[src/rtl/dp_ram_param.sv]
// Simple dual-port RAM: one write port, one read port, one clock.
// Read latency and read-during-write policy are selectable; a clear sequencer zeroes the array after reset.
module dp_ram_param #(
  parameter int DATA_W     = 4,
  parameter int ADDR_W     = 8,
  parameter int DEPTH      = 256,
  parameter int RD_LATENCY = 1,
  parameter int BYPASS     = 1,
  parameter int INIT_CLEAR = 1
) (
  input  logic              clk,
  input  logic              rst,
  input  logic              write_en,
  input  logic [ADDR_W-1:0] write_addr,
  input  logic [DATA_W-1:0] write_data,
  input  logic              read_en,
  input  logic [ADDR_W-1:0] read_addr,
  output logic [DATA_W-1:0] read_data,
  output logic              read_valid,
  output logic              read_oob,
  output logic              init_busy
);

  localparam int                IDX_W   = (DEPTH > 1) ? $clog2(DEPTH) : 1;
  localparam logic [ADDR_W:0]   DEPTH_W = (ADDR_W + 1)'(DEPTH);
  localparam logic [ADDR_W-1:0] LAST_A  = ADDR_W'(DEPTH - 1);

  typedef enum logic {S_CLEAR, S_READY} state_t;

  function automatic logic in_range(input logic [ADDR_W-1:0] addr);
    return ({1'b0, addr} < DEPTH_W);
  endfunction

  function automatic logic [IDX_W-1:0] to_idx(input logic [ADDR_W-1:0] addr);
    return addr[IDX_W-1:0];
  endfunction

  state_t              state_q, state_d;
  logic [ADDR_W-1:0]   ptr_q, ptr_d;
  logic                init_busy_q, init_busy_d;
  logic [DATA_W-1:0]   mem_q [DEPTH];

  logic                mem_we;
  logic [IDX_W-1:0]    mem_wa;
  logic [DATA_W-1:0]   mem_wd;

  logic                rd_vld_c, rd_oob_c;
  logic [DATA_W-1:0]   rd_word_c;

  logic                vld_p0_q, vld_p0_d;
  logic                oob_p0_q, oob_p0_d;
  logic [DATA_W-1:0]   data_p0_q, data_p0_d;

  logic                s_vld, s_oob;
  logic [DATA_W-1:0]   s_data;

  logic                read_valid_q, read_valid_d;
  logic                read_oob_q, read_oob_d;
  logic [DATA_W-1:0]   read_data_q, read_data_d;

  always_comb begin
    state_d   = state_q;
    ptr_d     = ptr_q;
    mem_we    = 1'b0;
    mem_wa    = to_idx(write_addr);
    mem_wd    = write_data;
    rd_vld_c  = 1'b0;
    rd_oob_c  = 1'b0;
    rd_word_c = '0;
    case (state_q)
      S_CLEAR: begin
        if (INIT_CLEAR != 0) begin
          mem_we = 1'b1;
          mem_wa = to_idx(ptr_q);
          mem_wd = '0;
          ptr_d  = ptr_q + 1'b1;
          if (ptr_q == LAST_A) state_d = S_READY;
        end else begin
          state_d = S_READY;
        end
      end
      S_READY: begin
        mem_we   = write_en && in_range(write_addr);
        rd_vld_c = read_en;
        rd_oob_c = !in_range(read_addr);
        if (in_range(read_addr)) begin
          // Array read sees pre-edge contents, so old data is the natural result without bypass.
          if ((BYPASS != 0) && mem_we && (write_addr == read_addr))
            rd_word_c = write_data;
          else
            rd_word_c = mem_q[to_idx(read_addr)];
        end
      end
      default: state_d = S_CLEAR;
    endcase
    init_busy_d = (state_d == S_CLEAR);

    // Stage p0: optional extra register for RD_LATENCY=2
    vld_p0_d  = rd_vld_c;
    oob_p0_d  = rd_oob_c;
    data_p0_d = rd_word_c;
    if (RD_LATENCY == 2) begin
      s_vld  = vld_p0_q;
      s_oob  = oob_p0_q;
      s_data = data_p0_q;
    end else begin
      s_vld  = rd_vld_c;
      s_oob  = rd_oob_c;
      s_data = rd_word_c;
    end

    // Output stage: data held between valid pulses
    read_valid_d = s_vld;
    read_oob_d   = s_vld && s_oob;
    read_data_d  = s_vld ? s_data : read_data_q;
  end

  always_ff @(posedge clk) begin
    if (rst) begin
      state_q      <= S_CLEAR;
      ptr_q        <= '0;
      init_busy_q  <= 1'b1;
      vld_p0_q     <= 1'b0;
      oob_p0_q     <= 1'b0;
      read_valid_q <= 1'b0;
      read_oob_q   <= 1'b0;
      read_data_q  <= '0;
    end else begin
      state_q      <= state_d;
      ptr_q        <= ptr_d;
      init_busy_q  <= init_busy_d;
      vld_p0_q     <= vld_p0_d;
      oob_p0_q     <= oob_p0_d;
      read_valid_q <= read_valid_d;
      read_oob_q   <= read_oob_d;
      read_data_q  <= read_data_d;
    end
  end

  always_ff @(posedge clk) begin
    data_p0_q <= data_p0_d;
    if (mem_we && !rst) mem_q[mem_wa] <= mem_wd;
  end

  assign read_data  = read_data_q;
  assign read_valid = read_valid_q;
  assign read_oob   = read_oob_q;
  assign init_busy  = init_busy_q;

endmodule

[config.mk]
export PLATFORM = sky130hd
export DESIGN_NAME = dp_ram_param
export DESIGN_NICKNAME = d
export VERILOG_FILES = /design/src/rtl/dp_ram_param.sv
export SDC_FILE = /design/constraint.sdc
export NUM_CORES = 1
export LEC_CHECK = 0
export ABC_AREA = 1
export CORE_MARGIN = 2
export CORE_UTILIZATION = 42
export CTS_CLUSTER_DIAMETER = 30
export DETAILED_ROUTE_END_ITERATION = 8
export PLACE_DENSITY = 0.54
export SLEW_MARGIN = 30
export SYNTH_ARGS = -nofsm -noshare
export SYNTH_HDL_FRONTEND = slang
export SYNTH_SLANG_ARGS = --single-unit
[constraint.sdc]
create_clock -name clk -period 4.8 [get_ports clk]
set_input_delay 0.48 -clock clk [delete_from_list [all_inputs] [get_ports clk]]
set_output_delay 0.48 -clock clk [all_outputs]
set_load 0.005 [all_outputs]
# Word level (Yosys, flattened, before mapping)
# Memory sizes are Yosys's and may differ from the RTL's. A register that Yosys moved wholly into a read port is not among the register bits.
# Cells that the tools add are included.
# W data, S select, Z words.
# word_totals
mem_count	1
regBits	11
ram_bits	1024
wordCells	19
out_inout_bits	7
inputBits	24
# op_classes
n_mux	8
reduce_logical	2
addsub	1
bitwise	2
eq_ne	1
# mem_list
memory	depth	word_bits	rd	rd_ports_with_merged_regs	wr	line_no	rtl
mem_q	256	4	1	1	1	41	logic [DATA_W-1:0] mem_q [DEPTH];
# ops
cell	n
$add A8 B1 Y8 const B	1
$eq A8 B8 Y1 const B	1
$mux W8	1
$mux W1	5
$mux W4	1
$not A1 Y1	2
$pmux W1 S2	1
$logic_and A1 B1 Y1	1
$logic_not A1 Y1	1

# Depth between registers and ports, before layout
# Gate-level depths: netlist (run 1).
# logic_depth
ltp_word	5
mapped_depth	16
depth_no_buf	13

# Worst setup path after synthesis (run 1)
# OpenSTA, ideal clock, no wires.
# synth_timing
kind	register to register
start	register state_q
end	memory mem_q[0][0], data pin
period_less_slack_ns	4.442
path_buffers	2
arrival_time_ns	3.670
setup_slack_ns	0.358
setup_ns	0.772
required_ns	4.028
path_stages_with_launch	5
path_cell_list	dfxtp_1 -> buf_6 -> clkbuf_1 -> nand2_1 -> inv_1
# synth_between
elab_chain_len	1
# synth_rtl
element	line_no	rtl
from (decl)	38	state_t state_q, state_d;
from (signal assigned)	129	state_q <= state_d;
$mux W4	70	case (state_q)
via mem_wd[0]	45	logic [DATA_W-1:0] mem_wd;
to (decl)	41	
# The timed path passes the listed nets, and every way through them passes these cells.

# Final worst setup path (run 1)
# layout_timing
start	register state_q
end	memory mem_q[116][0] (enable)
# layout_between
elab_chain_len	5
elab_cells_between_ends	6
cone_classes	4 x mux; 1 x bitwise; 1 x reduce/logical
# layout_rtl
element	line_no	rtl
$not A1 Y1	--	
$pmux W1 S2	70	
$logic_and A1 B1 Y1	142	if (mem_we && !rst) mem_q[mem_wa] <= mem_wd;
$mux W1	142	
$mux W1 (not written as such)	142	
# Parallel ways exist; a longest one is shown, timed or not.

==> results of run 1 <==
cell families (layout without fill, tap and decap cells):
logic type               Yosys count  in the layout  share of synthesized area [%]
other                              1              1                        0.00866
AND/OR/NAND/NOR                 2429           2429                           24.1
XOR/XNOR                           3              3                         0.0607
flip-flops                      1039           1039                           71.7
adder cells (fa/ha/maj)            1              1                         0.0289
AO/OA/AOI/OAI                     33             33                          0.480
buffers and inverters            317            537                           3.67
state kept, by name (all words and copies together), names as in the netlist:
name,flops
mem_q,1024
ptr_q,8
read_data,4
init_busy,1
read_valid,1
state_q,1
power by group through the flow:
stage,logic (W),clock network [W],registers (W)
final,0.000921,0.0144,0.00985
after detailed placement,0.000919,0,0.0100
after floorplan,0.000613,0,0.0100
after CTS,0.000922,0.0146,0.00985
after global routing,0.00101,0.0150,0.00984
after global placement,0.000916,0,0.0100
through the flow:
step	hold slack (ns)	cell area, um^2	setup WS [ns]	util (%)	power, W
6_report	0.433	51800	1.32	50.7	0.0252
5_1_grt	0.429	51800	1.34	50.7	0.0259
4_1_cts	0.389	51800	1.47	50.7	0.0253
3_5_place_dp	0.473	44600	1.16	43.8	0.0109
3_3_place_gp	0.477	44600	1.12	43.8	0.0109
2_1_floorplan	0.463	43300	0.358	-	0.0106
routing by layer:
metal	vias up	part of all wire, %
met2	991	47
met1	14300	44
met5	-	0.023
met4	4	2.8
met3	227	6.8
li1	13600	-
worst max-delay path, delay by kind of cell (launching register included):
kind	cells	cell delay (ns)
DFF	1	0.30
and+or+nand+nor	3	2.00
buffers and inverters	2	0.35
AOI/OAI and AO/OA	1	0.45
placed cells by master, fill, tap and decap left out, drive strengths merged:
| master | n |
|---|---|
| o2111ai | 1 |
| o21ai | 12 |
| clkinvlp | 25 |
| clkinv | 82 |
| bufinv | 29 |
| buf | 73 |
| o22ai | 1 |
| dfxtp | 15 |
| a211oi | 1 |
| clkdlybuf4s50 | 24 |
| nand3 | 1010 |
| or2 | 2 |
| nor4 | 2 |
| nor2 | 292 |
| inv | 76 |
| xor2 | 3 |
| ha | 1 |
| nand2 | 1118 |
| nor3 | 5 |
| a31oi | 1 |
| edfxtp | 1024 |
| conb | 1 |
| clkbuf | 228 |
| a21oi | 17 |
worst min path at each step:
stage / endpoint / slack (ns) / depth (start not counted)
after floorplan: ptr_q[0]$_SDFFE_PP0N_ / 0.46 / 2
after global placement: read_data[1]$_SDFFE_PP0P_ / 0.48 / 2
after detailed placement: read_data[1]$_SDFFE_PP0P_ / 0.47 / 2
after CTS: read_data[2]$_SDFFE_PP0P_ / 0.39 / 3
after global routing: read_data[2]$_SDFFE_PP0P_ / 0.43 / 3
final: read_data[2]$_SDFFE_PP0P_ / 0.43 / 3
cell type report:
cell class / instances / area share (%)
flip-flops and latches: 1039 / 60.0
multi-input cells: 2467 / 20.6
clock buffers: 228 / 10.3
clock inverters: 156 / 3.42
well taps: 1368 / 3.31
repair buffers: 97 / 1.83
inverters: 56 / 0.515
==> results.md, run 1 <==
- P per Cell Area: 486 mW/mm^2
- Final HPWL DP: 67,500 um
- Via count: 29,100
- Largest cells by area after synthesis: edfxtp_1 (71%), nand3_1 (12%), nand2_1 (9.7%), nor2_1 (2.5%), buf_2 (1.8%)
- All-Layer GR Usage: 22.6%
- Final setup fails: 0
- GR Overflow Total: 0
- Async SR Flop Fraction: 0%
- Final hold violation count: 0
- Peak VDD IR: 0.298 mV
- Worst Setup EP: mem_q[116][0]$_DFFE_PP_
- Clock share of power: 57.2%
- Static Leak: 18.7 nW
- Synth unique cells: 36
- Total of max-cap violations: 0
- Critical Path Sink Type: register
- Clk sink count: 1,039
- Synth Warn #: 0
- Gate power share: 3.7%
- Wire per inst: 22.1 um
- Internal Power: 0.0197 W
- Initial Utilization: 42.4%
- Critical-path cell list: buf_4 -> o21ai_1 -> inv_1 -> nor2_1 -> nand2_1 -> nor2_1
- WP data arrival: 3.87 ns
- Diode count: 0
- Chip height: 325 um
- Iter 0 DRT Violations: 2,525
- Ys flop type: edfxtp_1
- H-tree levels: 4
- Worst Setup Start Kind: register
- Insertion delay to the later sink of the worst-skew pair: 0.77 ns
- Max-slew headroom: 36.3%
- Post-layout nets: 3,894
- Max incr delay on CP: 0.77 ns
- Die Area: 0.106 mm^2
- # rows: 117
- RSZ-0062 raised after global routing: false
- Tmin final: 3.48 ns
- Yosys reg bits: 1,039
- Vias in the first global route: 28,900
- Met1 usage in global routing: 31.3%
- Post-synth EDFFs: 1,024
- P_sw: 0.00548 W
- Total routed wirelength: 120,000 um
- Drt first pass iters: 6
- Setup repair bufs after CTS: 0
- Synth Net Count: 3,848
- CTS root buffer: clkbuf_16
- Cts hold-fix bufs: 0
- GRT met2 Usage: 35.7%
- Reg2reg start: state_q$_SDFF_PP0_
- Sequential share of power: 39.1%
- Ratio of cells with drive above 1 in the final layout: 10.9%
- Slowest CP cell: nand2_1
- Clock Skews: 0.0233 ns
- Num CTS Buffers: 208
- Clock buffer depth: 3
- Largest net degree at the start of global routing: 156
- Dpl cells: 5,027
- Die Wd: 325 um
- Reg clk slew, reported paths: 0.05 ns
- Tcrit/Tclk final: 72.4%
- Synth top area share: 71.0%
- Yosys top cell by area: edfxtp_1
- Outcome: complete, no violations
- Area growth syn-to-layout: 19.5%
- Critical Path Source: state_q$_SDFF_PP0_
- Mapped Avg Cell Area: 11.3 um^2
- Initial antenna violation count: 3
- Storage cell area: 0.0310 mm^2
- CTS tree: built
- Setup TNS: 0 ns
- Most used routing layer: met2
- Worst-Margin Slew: 0.956 ns
- Core area: 0.102 mm^2
- Antenna-violating nets left: 0
- First-pass GRT wire length: 180,000 um
- Post-Syn Area: 0.0433 mm^2
- # IOs: 31
- Most frequent cells after synthesis: nand2_1 (1,117), edfxtp_1 (1,024), nand3_1 (1,009)
- Via density: 5.38
- Hold crit path type: in -> reg
- Footprint of the multi-input gates: 0.0107 mm^2
- Worst endpoint required time: 5.20 ns
- Placer Congestion: 0.880
- Reg2Reg Setup Slack: 1.32 ns
- Max Freq: 0.288 GHz
- Seq/Total Area, Yosys: 71.7%
- Cell count after synthesis: 3,823
- CTS resizes: 0
- Finished Layout Cells: 5,411
- Fill cells: 9,074
- Pins Over Slew Limit: 0
- DRC: 0
- FF-to-FF path depth: 6
- Number of port buffers: 29
- Reg2reg end: mem_q[116][0]$_DFFE_PP_
- Crit-path max FO: 21
- Critical path type: reg -> reg
- Crit path top cell by count: nor2_1
- Switching Share: 21.8%
- Met3 GRT Util: 4.12%
- Most frequent cell after synthesis: nand2_1
- Origin of the worst min-delay path: rst
(Power assumes the default switching activity.)
==> run 2, diff against run 1 <==
- clock period: 4.8 -> 3.33 ns (I/O delays scaled with it)
==> run 2 against run 1 <==
Compared with the run above: clock skew grew 0.024 ns; highest routed layer unchanged; non-clock buffer count grew 39; critical endpoint is now mem_q[134][1]$_DFFE_PP_; final area grew 1.5%; register-to-register slack lost 0.73 ns; hold slack lost 0.13 ns; combinational power grew 50%.
==> results.md, run 2 (synthesized netlist as in run 1, its figures left out) <==
- Placer Congestion: 0.908
- Cts hold-fix bufs: 0
- Num CTS Buffers: 211
- CTS root buffer: clkbuf_16
- RSZ-0062 raised after global routing: false
- Total of max-cap violations: 0
- Vias in the first global route: 29,600
- Core area: 0.102 mm^2
- Setup TNS: 0 ns
- Tcrit/Tclk final: 82.2%
- Final Power: 0.0367 W
- Buf/Inv on CP: 4
- Clock Skews: 0.0478 ns
- # rows: 117
- Switching Share: 22.1%
- Wire per inst: 22.3 um
- Iter 0 DRT Violations: 2,857
- GR Overflow Total: 0
- Pins Over Slew Limit: 0
- Critical path type: reg -> reg
- P_sw: 0.00810 W
- Post-layout nets: 3,936
- Antenna-violating nets left: 0
- Gate power share: 3.8%
- Die Area: 0.106 mm^2
- All-Layer GR Usage: 23.1%
- Max Freq: 0.365 GHz
- Core Util, Final: 51.5%
- # IOs: 31
- Critical-path cell list: inv_1 -> or2_2 -> o21ai_2 -> inv_1 -> nor2_1 -> inv_1 -> nor2_1 -> nand2_1 -> buf_4 -> nor2_1
- Largest net degree at the start of global routing: 172
- Max-slew headroom: 39.2%
- Biggest register: mem_q
- Peak VDD IR: 0.420 mV
- Hold crit path type: in -> reg
- Final HPWL DP: 69,300 um
- DRC: 0
- Clk sink count: 1,039
- Die Wd: 325 um
- Critical Path Sink Type: register
- Reg clk slew, reported paths: 0.05 ns
- Outcome: complete, no violations
- WP data arrival: 3.16 ns
- Setup repair bufs after CTS: 0
- Internal Power: 0.0286 W
- First-pass GRT wire length: 184,000 um
- Total routed wirelength: 122,000 um
- Max incr delay on CP: 0.50 ns
- Most frequent cells in the layout: nand2_1 (1,117), edfxtp_1 (1,024), nand3_1 (1,009)
- Number of port buffers: 29
- CTS tree: built
- Via count: 29,300
- Drt first pass iters: 5
- Static Leak: 19.0 nW
- Slowest CP cell: dfxtp_1
- Sequential share of power: 38.7%
- Worst endpoint required time: 3.75 ns
- Final setup fails: 0
- Reg2reg start: state_q$_SDFF_PP0_
- Tmin final: 2.74 ns
- Worst-Margin Slew: 0.912 ns
- P per Cell Area: 698 mW/mm^2
- Commonest non-fill, non-tap cell in the layout: nand2_1
- Via density: 5.37
- Final hold violation count: 0
- Ratio of cells with drive above 1 in the final layout: 11.6%
- Worst Setup Start Kind: register
- Initial antenna violation count: 3
- Crit-path max FO: 9
- CP delay by family, top: simple AND/OR/NAND/NOR gates
- Insertion delay to the later sink of the worst-skew pair: 0.79 ns
- Area growth syn-to-layout: 21.3%
- Chip height: 325 um
- H-tree levels: 4
- Clock share of power: 57.5%
- CTS resizes: 0
- Critical Path Source: state_q$_SDFF_PP0_
- Diode count: 0
- Clock buffer depth: 3
- Max FFs per register: 1,024
- Initial Utilization: 42.4%
- Origin of the worst min-delay path: rst
run 2: final cells by class:
type	instances	area (um^2)
Clock buffer	232	5400
Clock inverter	162	1910
Fill cell	8903	49500
Inverter	56	251
Multi-Input combinational cell	2467	10700
Sequential cell	1039	31000
Tap cell	1368	1710
Timing Repair Buffer	136	1540
run 2: through the flow:
stage / area, um^2 / worst slack (ns) / std cells / hold WS, ns
floorplan: 43300 / 0.0819 / 3823 / 0.463
global placement: 45200 / 0.475 / 5066 / 0.490
detailed placement: 45200 / 0.521 / 5066 / 0.482
CTS: 52500 / 0.591 / 5460 / 0.255
global route: 52500 / 0.394 / 5460 / 0.308
finish: 52500 / 0.592 / 5460 / 0.299
run 2: final timing paths:
kind / end / slack, ns / cells after the start
worst max-delay path: mem_q[134][1]$_DFFE_PP_ / 0.59 / 10
worst min register to register: ptr_q[0]$_SDFFE_PP0N_ / 0.49 / 2
worst min-delay path: ptr_q[1]$_SDFFE_PP0N_ / 0.30 / 4
worst max register to register: mem_q[134][1]$_DFFE_PP_ / 0.59 / 10
run 2: power groups by stage:
stage / clock (W) / combinational, W / sequential (W)
6_report: 0.0211 / 0.00138 / 0.0142
5_1_grt: 0.0220 / 0.00150 / 0.0142
4_1_cts: 0.0213 / 0.00137 / 0.0142
2_1_floorplan: 0 / 0.000883 / 0.0144
3_5_place_dp: 0 / 0.00136 / 0.0144
3_3_place_gp: 0 / 0.00136 / 0.0144
run 2: routing by layer:
| layer | wire length, um | part of all wire [%] | GRT usage [%] |
|---|---|---|---|
| met4 | 3910 | 3.2 | 8.74 |
| met2 | 56700 | 47 | 36.8 |
| met3 | 8120 | 6.7 | 4.34 |
| met5 | 11 | 0.0090 | 0 |
| met1 | 53200 | 44 | 31.5 |
run 2: worst register-to-register path: stages, from the launching register on:
cell	delay [ns]
dfxtp_1	0.50
inv_1	0.17
or2_2	0.31
o21ai_2	0.11
inv_1	0.08
nor2_1	0.09
inv_1	0.08
nor2_1	0.22
nand2_1	0.20
buf_4	0.26
nor2_1	0.36
